===== config.mk =====
export PLATFORM = sky130hd
export DESIGN_NAME = fx_chain_ctrl
export DESIGN_NICKNAME = d
export VERILOG_FILES = /design/src/rtl/fx_ctrl_pkg.sv /design/src/rtl/fx_ramp.sv /design/src/rtl/fx_chain_ctrl.sv
export SDC_FILE = /design/constraint.sdc
export NUM_CORES = 1
export LEC_CHECK = 0
export ABC_AREA = 1
export CORE_MARGIN = 10
export CORE_UTILIZATION = 58
export DETAILED_ROUTE_END_ITERATION = 7
export DONT_BUFFER_PORTS = 1
export PLACE_DENSITY_LB_ADDON = 0.15
export SETUP_SLACK_MARGIN = 0.05
export SYNTH_ARGS = -nofsm -noshare
export SYNTH_HDL_FRONTEND = slang
export SYNTH_SLANG_ARGS = --single-unit

===== constraint.sdc =====
create_clock -name clk -period 1.5 [get_ports clk]
set_input_delay 0.3 -clock clk [delete_from_list [all_inputs] [get_ports clk]]
set_output_delay 0.3 -clock clk [all_outputs]
set_load 0.02 [all_outputs]

===== src/rtl/fx_ctrl_pkg.sv =====
// fx_ctrl_pkg
// Shared types and constants for the effects-chain pedal-board controller:
//   - ramp_state_t : per-effect wet/dry ramp states
//   - sel_state_t  : armed-effect selection filter states
//   - SEL_* codes  : committed selection values (0 = none, 1..4 = effect 0..3)
//   - POT_* codes  : slider pot_0 top-nibble patterns that select each effect
//   - pot_decode() : maps sel_pot[11:8] to a selection code
package fx_ctrl_pkg;

  typedef enum logic [1:0] {
    OFF     = 2'd0,
    RAMP_UP = 2'd1,
    ON      = 2'd2,
    RAMP_DN = 2'd3
  } ramp_state_t;

  typedef enum logic {
    SEL_STABLE  = 1'b0,
    SEL_PENDING = 1'b1
  } sel_state_t;

  localparam logic [2:0] SEL_NONE    = 3'd0;
  localparam logic [2:0] SEL_FLANGER = 3'd1;
  localparam logic [2:0] SEL_CHORUS  = 3'd2;
  localparam logic [2:0] SEL_DELAY   = 3'd3;
  localparam logic [2:0] SEL_REVERB  = 3'd4;

  localparam logic [3:0] POT_FLANGER = 4'b0001;
  localparam logic [3:0] POT_CHORUS  = 4'b0011;
  localparam logic [3:0] POT_DELAY   = 4'b0111;
  localparam logic [3:0] POT_REVERB  = 4'b1111;

  // Thermometer-style slider positions; anything in between reads as "none".
  function automatic logic [2:0] pot_decode(input logic [3:0] pot_hi);
    logic [2:0] code;
    case (pot_hi)
      POT_REVERB:  code = SEL_REVERB;
      POT_DELAY:   code = SEL_DELAY;
      POT_CHORUS:  code = SEL_CHORUS;
      POT_FLANGER: code = SEL_FLANGER;
      default:     code = SEL_NONE;
    endcase
    return code;
  endfunction

endpackage


===== src/rtl/fx_ramp.sv =====
// fx_ramp
// One effect's click-free wet/dry ramp: a four-state FSM plus a saturating
// mix register that moves by RAMP_STEP on each valid strobe.
// Ports:
//   clk     in  system clock
//   rst     in  synchronous active-high reset (aborts any ramp, mix -> 0)
//   valid   in  codec sample strobe; the mix only moves on these
//   on      in  target enable for this effect
//   mix     out current mix coefficient (all ones = fully wet)
//   ramping out high while the mix is moving (RAMP_UP or RAMP_DN)
module fx_ramp
  import fx_ctrl_pkg::*;
#(
  parameter int MIX_W     = 8,
  parameter int RAMP_STEP = 4
) (
  input  logic             clk,
  input  logic             rst,
  input  logic             valid,
  input  logic             on,
  output logic [MIX_W-1:0] mix,
  output logic             ramping
);

  localparam logic [MIX_W-1:0] MIX_MAX  = {MIX_W{1'b1}};
  localparam logic [MIX_W:0]   MAX_EXT  = {1'b0, {MIX_W{1'b1}}};
  localparam logic [MIX_W:0]   STEP_EXT = (MIX_W+1)'(RAMP_STEP);
  localparam logic [MIX_W-1:0] STEP_N   = MIX_W'(RAMP_STEP);

  ramp_state_t      state;
  ramp_state_t      state_next;
  logic [MIX_W-1:0] mix_next;
  logic             ramping_next;
  logic [MIX_W:0]   up_sum;

  // Next-state and mix arithmetic. A valid that coincides with a direction
  // change still steps in the old direction; the reversal is taken from the
  // current mix value, so there is never a jump.
  always_comb begin
    state_next = state;
    mix_next   = mix;
    up_sum     = {1'b0, mix} + STEP_EXT;
    case (state)
      OFF: begin
        mix_next = '0;
        if (on) begin
          state_next = RAMP_UP;
        end else begin
          state_next = OFF;
        end
      end
      RAMP_UP: begin
        if (valid && (up_sum >= MAX_EXT)) begin
          mix_next   = MIX_MAX;
          state_next = ON;
        end else begin
          if (valid) begin
            mix_next = up_sum[MIX_W-1:0];
          end else begin
            mix_next = mix;
          end
          state_next = on ? RAMP_UP : RAMP_DN;
        end
      end
      ON: begin
        mix_next   = MIX_MAX;
        state_next = on ? ON : RAMP_DN;
      end
      RAMP_DN: begin
        if (valid && ({1'b0, mix} <= STEP_EXT)) begin
          mix_next   = '0;
          state_next = OFF;
        end else begin
          if (valid) begin
            mix_next = mix - STEP_N;
          end else begin
            mix_next = mix;
          end
          state_next = on ? RAMP_UP : RAMP_DN;
        end
      end
      default: begin
        mix_next   = '0;
        state_next = OFF;
      end
    endcase
    ramping_next = (state_next == RAMP_UP) || (state_next == RAMP_DN);
  end

  // State, mix and ramping flag registers.
  always_ff @(posedge clk) begin
    if (rst) begin
      state   <= OFF;
      mix     <= '0;
      ramping <= 1'b0;
    end else begin
      state   <= state_next;
      mix     <= mix_next;
      ramping <= ramping_next;
    end
  end

endmodule


===== src/rtl/fx_chain_ctrl.sv =====
// fx_chain_ctrl
// Pedal-board controller for the flanger -> chorus -> delay -> reverb chain.
// Owns armed-effect selection (pot_0 with dwell filter), push-button enable
// toggling, per-effect wet/dry ramps and the LED pattern.
// Ports:
//   clk      in  system clock
//   rst      in  synchronous active-high reset
//   valid    in  one-cycle codec sample strobe
//   sel_pot  in  slider pot_0 (only [11:8] used)
//   pb_fall  in  one-cycle debounced push-button press
//   cur_sel  out committed selection, 0 = none, 1..4 = effect 0..3
//   fx_on    out target enable per effect
//   fx_mix   out flattened mix, effect k at [k*MIX_W +: MIX_W]
//   ramping  out effect k mix currently moving
//   led      out LED[2k+1] = effect k selected, LED[2k] = fx_on[k]
// Optional: define FX_BLINK_EN to blink LED[2k] while effect k ramps.
module fx_chain_ctrl
  import fx_ctrl_pkg::*;
#(
  parameter int NUM_FX    = 4,
  parameter int MIX_W     = 8,
  parameter int RAMP_STEP = 4,
  parameter int DWELL     = 64
) (
  input  logic                    clk,
  input  logic                    rst,
  input  logic                    valid,
  input  logic [11:0]             sel_pot,
  input  logic                    pb_fall,
  output logic [2:0]              cur_sel,
  output logic [NUM_FX-1:0]       fx_on,
  output logic [NUM_FX*MIX_W-1:0] fx_mix,
  output logic [NUM_FX-1:0]       ramping,
  output logic [7:0]              led
);

  localparam int DWELL_W = $clog2(DWELL + 1);

  sel_state_t          sel_state;
  sel_state_t          sel_state_next;
  logic [2:0]          cand;
  logic [2:0]          cand_next;
  logic [DWELL_W-1:0]  dwell;
  logic [DWELL_W-1:0]  dwell_next;
  logic [2:0]          cur_sel_next;
  logic [2:0]          pot_code;
  logic [NUM_FX-1:0]   fx_on_next;
  logic [7:0]          led_next;

  // Low pot bits carry no information for selection.
  logic                unused_pot_bits;
  assign unused_pot_bits = ^sel_pot[7:0];

  // Selection filter: a new decode must hold for DWELL valid strobes
  // before it commits; returning to the committed code abandons it.
  always_comb begin
    sel_state_next = sel_state;
    cand_next      = cand;
    dwell_next     = dwell;
    cur_sel_next   = cur_sel;
    pot_code       = pot_decode(sel_pot[11:8]);
    case (sel_state)
      SEL_STABLE: begin
        if (valid && (pot_code != cur_sel)) begin
          cand_next = pot_code;
          if (DWELL <= 1) begin
            cur_sel_next = pot_code;
            dwell_next   = '0;
          end else begin
            dwell_next     = DWELL_W'(1);
            sel_state_next = SEL_PENDING;
          end
        end else begin
          sel_state_next = SEL_STABLE;
        end
      end
      SEL_PENDING: begin
        if (valid) begin
          if (pot_code == cand) begin
            if ((dwell + DWELL_W'(1)) >= DWELL_W'(DWELL)) begin
              cur_sel_next   = cand;
              dwell_next     = '0;
              sel_state_next = SEL_STABLE;
            end else begin
              dwell_next = dwell + DWELL_W'(1);
            end
          end else if (pot_code == cur_sel) begin
            dwell_next     = '0;
            sel_state_next = SEL_STABLE;
          end else begin
            cand_next  = pot_code;
            dwell_next = DWELL_W'(1);
          end
        end else begin
          sel_state_next = SEL_PENDING;
        end
      end
      default: begin
        dwell_next     = '0;
        sel_state_next = SEL_STABLE;
      end
    endcase
  end

  // Enable toggling acts on the selection registered before this edge,
  // so a press in the commit cycle still hits the previously armed effect.
  always_comb begin
    fx_on_next = fx_on;
    for (int k = 0; k < NUM_FX; k++) begin
      if (pb_fall && (cur_sel == 3'(k + 1))) begin
        fx_on_next[k] = ~fx_on[k];
      end else begin
        fx_on_next[k] = fx_on[k];
      end
    end
  end

`ifdef FX_BLINK_EN
  logic [3:0] blink_cnt;
  logic       blink_phase;

  // Shared valid counter; the blink phase flips every 16 strobes.
  always_ff @(posedge clk) begin
    if (rst) begin
      blink_cnt   <= 4'd0;
      blink_phase <= 1'b0;
    end else if (valid) begin
      blink_cnt <= blink_cnt + 4'd1;
      if (blink_cnt == 4'd15) begin
        blink_phase <= ~blink_phase;
      end else begin
        blink_phase <= blink_phase;
      end
    end else begin
      blink_cnt   <= blink_cnt;
      blink_phase <= blink_phase;
    end
  end
`endif

  // LED pattern built from the next-state values so it updates on the
  // same edge as cur_sel / fx_on.
  always_comb begin
    led_next = 8'h00;
    for (int k = 0; k < NUM_FX; k++) begin
      led_next[2*k+1] = (cur_sel_next == 3'(k + 1));
`ifdef FX_BLINK_EN
      if (ramping[k]) begin
        led_next[2*k] = fx_on_next[k] ^ blink_phase;
      end else begin
        led_next[2*k] = fx_on_next[k];
      end
`else
      led_next[2*k] = fx_on_next[k];
`endif
    end
  end

  // Selection, enable and LED registers.
  always_ff @(posedge clk) begin
    if (rst) begin
      sel_state <= SEL_STABLE;
      cand      <= SEL_NONE;
      dwell     <= '0;
      cur_sel   <= SEL_NONE;
      fx_on     <= '0;
      led       <= 8'h00;
    end else begin
      sel_state <= sel_state_next;
      cand      <= cand_next;
      dwell     <= dwell_next;
      cur_sel   <= cur_sel_next;
      fx_on     <= fx_on_next;
      led       <= led_next;
    end
  end

  for (genvar k = 0; k < NUM_FX; k++) begin : g_ramp
    fx_ramp #(
      .MIX_W     (MIX_W),
      .RAMP_STEP (RAMP_STEP)
    ) u_ramp (
      .clk     (clk),
      .rst     (rst),
      .valid   (valid),
      .on      (fx_on[k]),
      .mix     (fx_mix[k*MIX_W +: MIX_W]),
      .ramping (ramping[k])
    );
  end

endmodule


==> run metrics, run 1 <==
number of synthesized flops with an enable pin=0; Worst-Margin Slew=0.417 ns; Lkg Pwr=2.90 nW; most common cell in the synthesized netlist=nand2_1; Root Buffer=clkbuf_8; Die W=106 um; share of the synthesized area in the top cell type=28.8%; register share of total power=38.0%; dpl cells=850; share of layout cells above drive strength 1=41.0%; final std cells w/o fill=890; Final setup viols=56; Avg WL per Cell=16.1 um; failing checks=negative hold slack, negative setup slack; power density over the cells=832 nW/um^2; depth of the CTS H-tree=3; CP Class=reg -> reg; Sw Pwr=1.90 mW; Initial DRC Count=341; Slowest-stage cell, CP=dfxtp_4; gr usage total=21.1%; Max Clk Rate=546 MHz; RSZ-0062 raised after global routing=yes; Setup crit end kind=flop; Detail Route Antenna Nets=0; yosys warns=0; I/O pin count=67; VDD IR max=0.581 mV; Filler cells=391; vias in the first global route=4582; detailed-route via count=5059; CTS tree=built; crit path DAT=2.12 ns; fin worst setup slack=-0.331 ns; met3 WL=1.21 mm; status=finished with violations; initial antenna violation count=0; clk slew on worst S/H paths=0.07 ns; share of flip-flops with an asynchronous set or reset=0%; Syn Nets=709; Max stage delay on crit path=0.40 ns; Final Max Tran Viols=0; top post-synthesis cells by count=184 x nand2_1, 93 x inv_1, 62 x dfxtp_1, 60 x nor2_1, 58 x nand3_1; met2 wire length=7.08 mm; # hold bufs at CTS=1; Worst EP required=1.79 ns; top layer reached by signal wires=met4; Final Cycle Share=122%; First-pass DRT Iterations=5; cts bufs inserted=9; clk_skew=0.00834 ns; vias per cell=5.68; Syn Area/Cell=6.37 um^2; cell taking the most area after synthesis=dfxtp_1; Clk pwr share=26.3%; Rows=31; pre-CTS setup slack=-0.220 ns; hold_ws=-0.00372 ns; post-synthesis sequential area ratio=28.8%; area delta synth->final=43.8%; total gr overflow=0; Max Cap Viol=0; Comb pwr share=35.8%; Setup TNS=-10.16 ns; Net Sw Frac=36.9%; largest net degree at the start of global routing=39; CP cell instances=inv_4 -> ha_2 -> inv_2 -> nor2_1 -> o211ai_1 -> nand2_2 -> o21ai_0 -> inv_1 -> nand3_2 -> nand2_1 -> a21oi_2; Core Area=7250 um^2; Skew-Pair Late Insertion Delay=0.35 ns; Met1 Wirelength=5.49 mm; Main synth FF type=dfxtp_1; post-synthesis register bit count=62; minimum clock period=1.83 ns; die height=106 um; Post-Route WL=14.3 mm; largest cells by area after synthesis=dfxtp_1 29%, nand2_1 16%, inv_1 8.1%; Int Pwr=3.25 mW; antenna cell count=0; worst rel slew slack=72.0%; min-delay worst type=in -> reg; CP Max Fanout=7; critical path startpoint category=flop; synthesized cell area=4310 um^2; post-DP HPWL=8.41 mm; I/O Buffers=0; clock tree buffer depth=2; Yosys cell types=34; RD Place Congestion=0.928; first-pass GRT wire length=20.3 mm; Sink Count=62; Die Area=11300 um^2; drt drc=0; initial core utilization=59.4%; nets=819; Synth Instances=676; final hold violation count=2
## registers in the layout, summed over array words and instances (netlist names)
name,cells
cand,3
cur_sel,3
dwell,7
fx_on,3
g_ramp.u_ramp.mix,28
g_ramp.u_ramp.ramping,4
g_ramp.u_ramp.state,8
led,5
sel_state,1
## layout make-up
cell class	count	area, um^2	share of cell area, %
Tap cell	99	124	2.00
Multi-Input combinational cell	490	3220	51.9
Sequential cell	62	1290	20.8
Clock buffer	12	155	2.50
Inverter	96	380	6.14
Timing Repair Buffer	127	1010	16.3
Clock inverter	4	21.3	0.343
## worst max-delay path, delay by kind of cell (launching register included)
kind / cells / cell delay, ns
fa+ha+maj: 1 / 0.17
buf+inv: 3 / 0.17
compound gates: 3 / 0.63
flops: 1 / 0.40
simple gates: 4 / 0.40
## per-stage QoR
step / power [mW] / area, um^2 / util (%)
2_1_floorplan: 2.96 / 4470 / -
3_3_place_gp: 3.40 / 5190 / 71.6
3_5_place_dp: 3.45 / 5190 / 71.6
4_1_cts: 4.87 / 5680 / 78.3
5_1_grt: 5.40 / 6200 / 85.4
6_report: 5.16 / 6200 / 85.4
## what timing repair did
action / CTS / global route
gates cloned: 1 / 0
resized for setup: 68 / 105
setup buffers: 5 / 17
pin swaps: 33 / 54
endpoints found under the hold margin: 1 / 9
endpoints found under the setup margin: 55 / 57
## routing by layer
| layer | up-vias | GRT usage [%] |
|---|---|---|
| met4 | 0 | 8.90 |
| met2 | 240 | 36.9 |
| met1 | 2359 | 23.5 |
| met3 | 72 | 5.74 |
| met5 | - | 0 |
| li1 | 2388 | - |
## power groups by stage
stage	Clock, mW	Sequential, mW	Combinational [mW]
5_1_grt	1.44	1.97	2.00
2_1_floorplan	0	2.02	0.947
4_1_cts	1.36	1.94	1.58
3_5_place_dp	0	1.97	1.48
3_3_place_gp	0	1.96	1.44
6_report	1.35	1.96	1.84
## cell usage in the layout, fill, tap and decap left out, types with 5 or more instances in the layout
master,netlist,final
a21oi_1,50,25
a21oi_2,0,25
buf_4,19,114
buf_6,0,11
clkbuf_8,0,11
dfxtp_1,62,43
dfxtp_2,0,10
dfxtp_4,0,9
ha_1,17,6
ha_4,0,9
inv_1,93,77
inv_2,2,10
inv_4,0,9
nand2_1,184,144
nand2_2,3,33
nand2_4,0,10
nand3_1,58,30
nand3_2,5,27
nand3_4,1,7
nand4_1,19,19
nor2_1,60,48
nor2_2,4,13
nor2_4,2,5
nor3_1,7,6
o211ai_1,6,6
o21ai_0,28,18
o21ai_1,4,9
o21ai_2,0,5
xnor2_1,5,5
xor2_1,18,18
## logic make-up (layout without fill, tap and decap cells)
kind of cell,Yosys count,after routing,synth area share (%)
xor gates and xnor gates,25,26,5.69
buffers and inverters,125,239,12.7
and+or+nand+nor,347,347,35.4
DFF,62,62,28.8
adders and majority gates,17,17,4.94
AOI/OAI and AO/OA,100,100,12.5
## path summary, 6_finish.rpt
check | startpoint | to | slack (ns) | depth (start not counted)
worst min-delay path | rst | g_ramp[0].u_ramp.mix[2]$_SDFFE_PP0P_ | -0.004 | 1
worst min register to register | led[6]$_SDFFE_PP0P_ | led[6]$_SDFFE_PP0P_ | 0.51 | 2
worst max register to register | g_ramp[1].u_ramp.mix[3]$_SDFFE_PP0P_ | g_ramp[1].u_ramp.mix[6]$_SDFFE_PP0P_ | -0.33 | 11
worst max-delay path | g_ramp[1].u_ramp.mix[3]$_SDFFE_PP0P_ | g_ramp[1].u_ramp.mix[6]$_SDFFE_PP0P_ | -0.33 | 11
Power figures use the tool's default switching activity.
==> inputs of run 2 (changes only) <==
--- a/config.mk
+++ b/config.mk
@@ -6,8 +6,10 @@
 export NUM_CORES = 1
 export LEC_CHECK = 0
 export ABC_AREA = 1
+export CAP_MARGIN = 30
 export CORE_MARGIN = 10
-export CORE_UTILIZATION = 58
+export CORE_UTILIZATION = 60
+export CTS_BUF_LIST = sky130_fd_sc_hd__clkbuf_4
 export DETAILED_ROUTE_END_ITERATION = 7
 export DONT_BUFFER_PORTS = 1
 export PLACE_DENSITY_LB_ADDON = 0.15
==> run 2 against run 1 <==
Effect of this change:
- the flow finishes with violations (design-rule violations, negative hold slack, negative setup slack)
- routed wire length increased by 37%
- total power increased by 4.4%
- design area increased by 2.6%
- via count increased by 15%
- critical endpoint is now g_ramp[1].u_ramp.mix[4]$_SDFFE_PP0P_
- largest cell class unchanged
==> run metrics, run 2 (synthesized netlist as in run 1, its figures left out) <==
status=finished with violations; failing checks=design-rule violations, negative hold slack, negative setup slack; Slowest-stage cell, CP=dfxtp_4; first-pass GRT wire length=22.0 mm; cts bufs inserted=9; Die Area=11000 um^2; minimum clock period=2.12 ns; power density over the cells=847 nW/um^2; Final setup viols=57; Worst Path Buf+Inv=1; total gr overflow=0; register area=1300 um^2; share of layout cells above drive strength 1=46.0%; commonest cells after routing, fill and taps aside=135 x nand2_1, 125 x buf_4, 74 x inv_1; Top delay family on crit path=simple AND/OR/NAND/NOR gates; Worst-Margin Slew=0.632 ns; antenna cell count=0; detailed-route via count=5841; Worst EP required=1.84 ns; clock tree buffer depth=2; critical path launch point=g_ramp[1].u_ramp.mix[2]$_SDFFE_PP0P_; hold_ws=-0.127 ns; die height=105 um; VDD IR max=0.775 mV; Final Cycle Share=141%; Final Max Tran Viols=0; RSZ-0062 raised after global routing=yes; critical path startpoint category=flop; I/O pin count=67; Largest regs=g_ramp.u_ramp.mix x28, g_ramp.u_ramp.state x8, dwell x7; CP Class=reg -> reg; worst rel slew slack=57.5%; Core Area=6870 um^2; dpl cells=859; RD Place Congestion=0.970; CP cell instances=inv_4 -> ha_4 -> nand2_2 -> nand2_1 -> nand3_1 -> nor2_2 -> nand3_2 -> nand2_4 -> nand3_4 -> nand3_2 -> nand2_1 -> a21oi_1; largest net degree at the start of global routing=39; RR Startpoint=g_ramp[1].u_ramp.mix[2]$_SDFFE_PP0P_; clk_skew=0.0219 ns; commonest non-fill, non-tap cell in the layout=nand2_1; Max stage delay on crit path=0.44 ns; nets=826; Initial DRC Count=781; final std cells w/o fill=894; register with the most flip-flops=g_ramp.u_ramp.mix; CTS tree=built; placed instance area=5280 um^2; Lkg Pwr=2.92 nW; post-DP HPWL=8.81 mm; fin worst setup slack=-0.618 ns; setup slack, reg-to-reg=-0.62 ns; Setup crit end kind=flop; clk slew on worst S/H paths=0.13 ns; Avg WL per Cell=21.9 um; vias in the first global route=4661; Max Cap Viol=0; gr usage total=23.5%; Sink Count=62; HP Start=rst; post-route cell area=6360 um^2; Detail Route Antenna Nets=0; area delta synth->final=47.5%; max FFs per register=28; Skew-Pair Late Insertion Delay=0.47 ns; initial antenna violation count=0; initial core utilization=62.7%; Rows=30; depth of the CTS H-tree=3; drt drc=22; vias per cell=6.53; Filler cells=260; I/O Buffers=0; First-pass DRT Iterations=8; Die W=105 um; crit path DAT=2.45 ns; Max Clk Rate=472 MHz; min-delay worst type=in -> reg; area of the multi-input gates=3370 um^2; Post-Route WL=19.6 mm; Root Buffer=clkbuf_4; Setup TNS=-15.10 ns; CP Max Fanout=5; final hold violation count=37
==> run 2: cell count changes in the layout (fill, tap and decap cells not counted), sizes merged <==
cell / before / now
dlygate4sd3: 1 / 0
buf: 126 / 134
inv: 96 / 97
clkinv: 4 / 5
clkbuf: 12 / 9
bufinv: 0 / 1
==> run 2: worst reg2reg max path, cell delays in order, from the launching register on <==
cell,delay [ns]
dfxtp_4,0.44
inv_4,0.07
ha_4,0.26
nand2_2,0.05
nand2_1,0.05
nand3_1,0.12
nor2_2,0.13
nand3_2,0.10
nand2_4,0.12
nand3_4,0.13
nand3_2,0.09
nand2_1,0.07
a21oi_1,0.36
==> run 2: repair_timing <==
action | in CTS | in global routing
pin swaps | 53 | 73
gates cloned | 1 | 0
buffers inserted | 10 | 9
resized for setup | 85 | 139
setup endpoints to repair | 58 | 61
endpoints found under the hold margin | 37 | 37
==> run 2: metal layers <==
layer / vias up / wire [um] / global-route usage, %
li1: 2407 / - / -
met1: 2641 / 6370 / 26.4
met2: 593 / 9100 / 41.4
met3: 200 / 2330 / 5.71
met4: 0 / 1780 / 9.61
met5: - / 0 / 0
==> run 2: cell type report <==
cell class,instances,area share [%]
clock buffers,9,1.06
clock inverters,7,1.14
inverters,96,6.06
multi-input cells,490,52.9
flip-flops and latches,62,20.4
well taps,96,1.89
repair buffers,134,16.5
==> run 2: worst paths after layout <==
check / endpoint / depth (start not counted)
setup / recovery: g_ramp[1].u_ramp.mix[4]$_SDFFE_PP0P_ / 12
setup reg to reg: g_ramp[1].u_ramp.mix[4]$_SDFFE_PP0P_ / 12
hold / removal: g_ramp[0].u_ramp.mix[4]$_SDFFE_PP0P_ / 1
hold reg to reg: g_ramp[1].u_ramp.mix[7]$_SDFFE_PP0P_ / 2
==> run 2: power by group <==
| group | total, mW | leakage (nW) | internal [mW] | switching (mW) |
|---|---|---|---|---|
| sequential | 1.97 | 0.517 | 1.77 | 0.202 |
| clock | 1.30 | 0.0806 | 0.514 | 0.785 |
| combinational | 2.11 | 2.32 | 0.853 | 1.26 |
==> run 2: stage by stage <==
stage / worst slack (ns) / utilization (%) / power (mW)
floorplan: -0.0784 / - / 2.96
global placement: -0.170 / 76.8 / 3.43
detailed placement: -0.229 / 76.8 / 3.49
CTS: -0.163 / 84.6 / 4.83
global route: -0.682 / 92.6 / 5.57
finish: -0.618 / 92.6 / 5.38
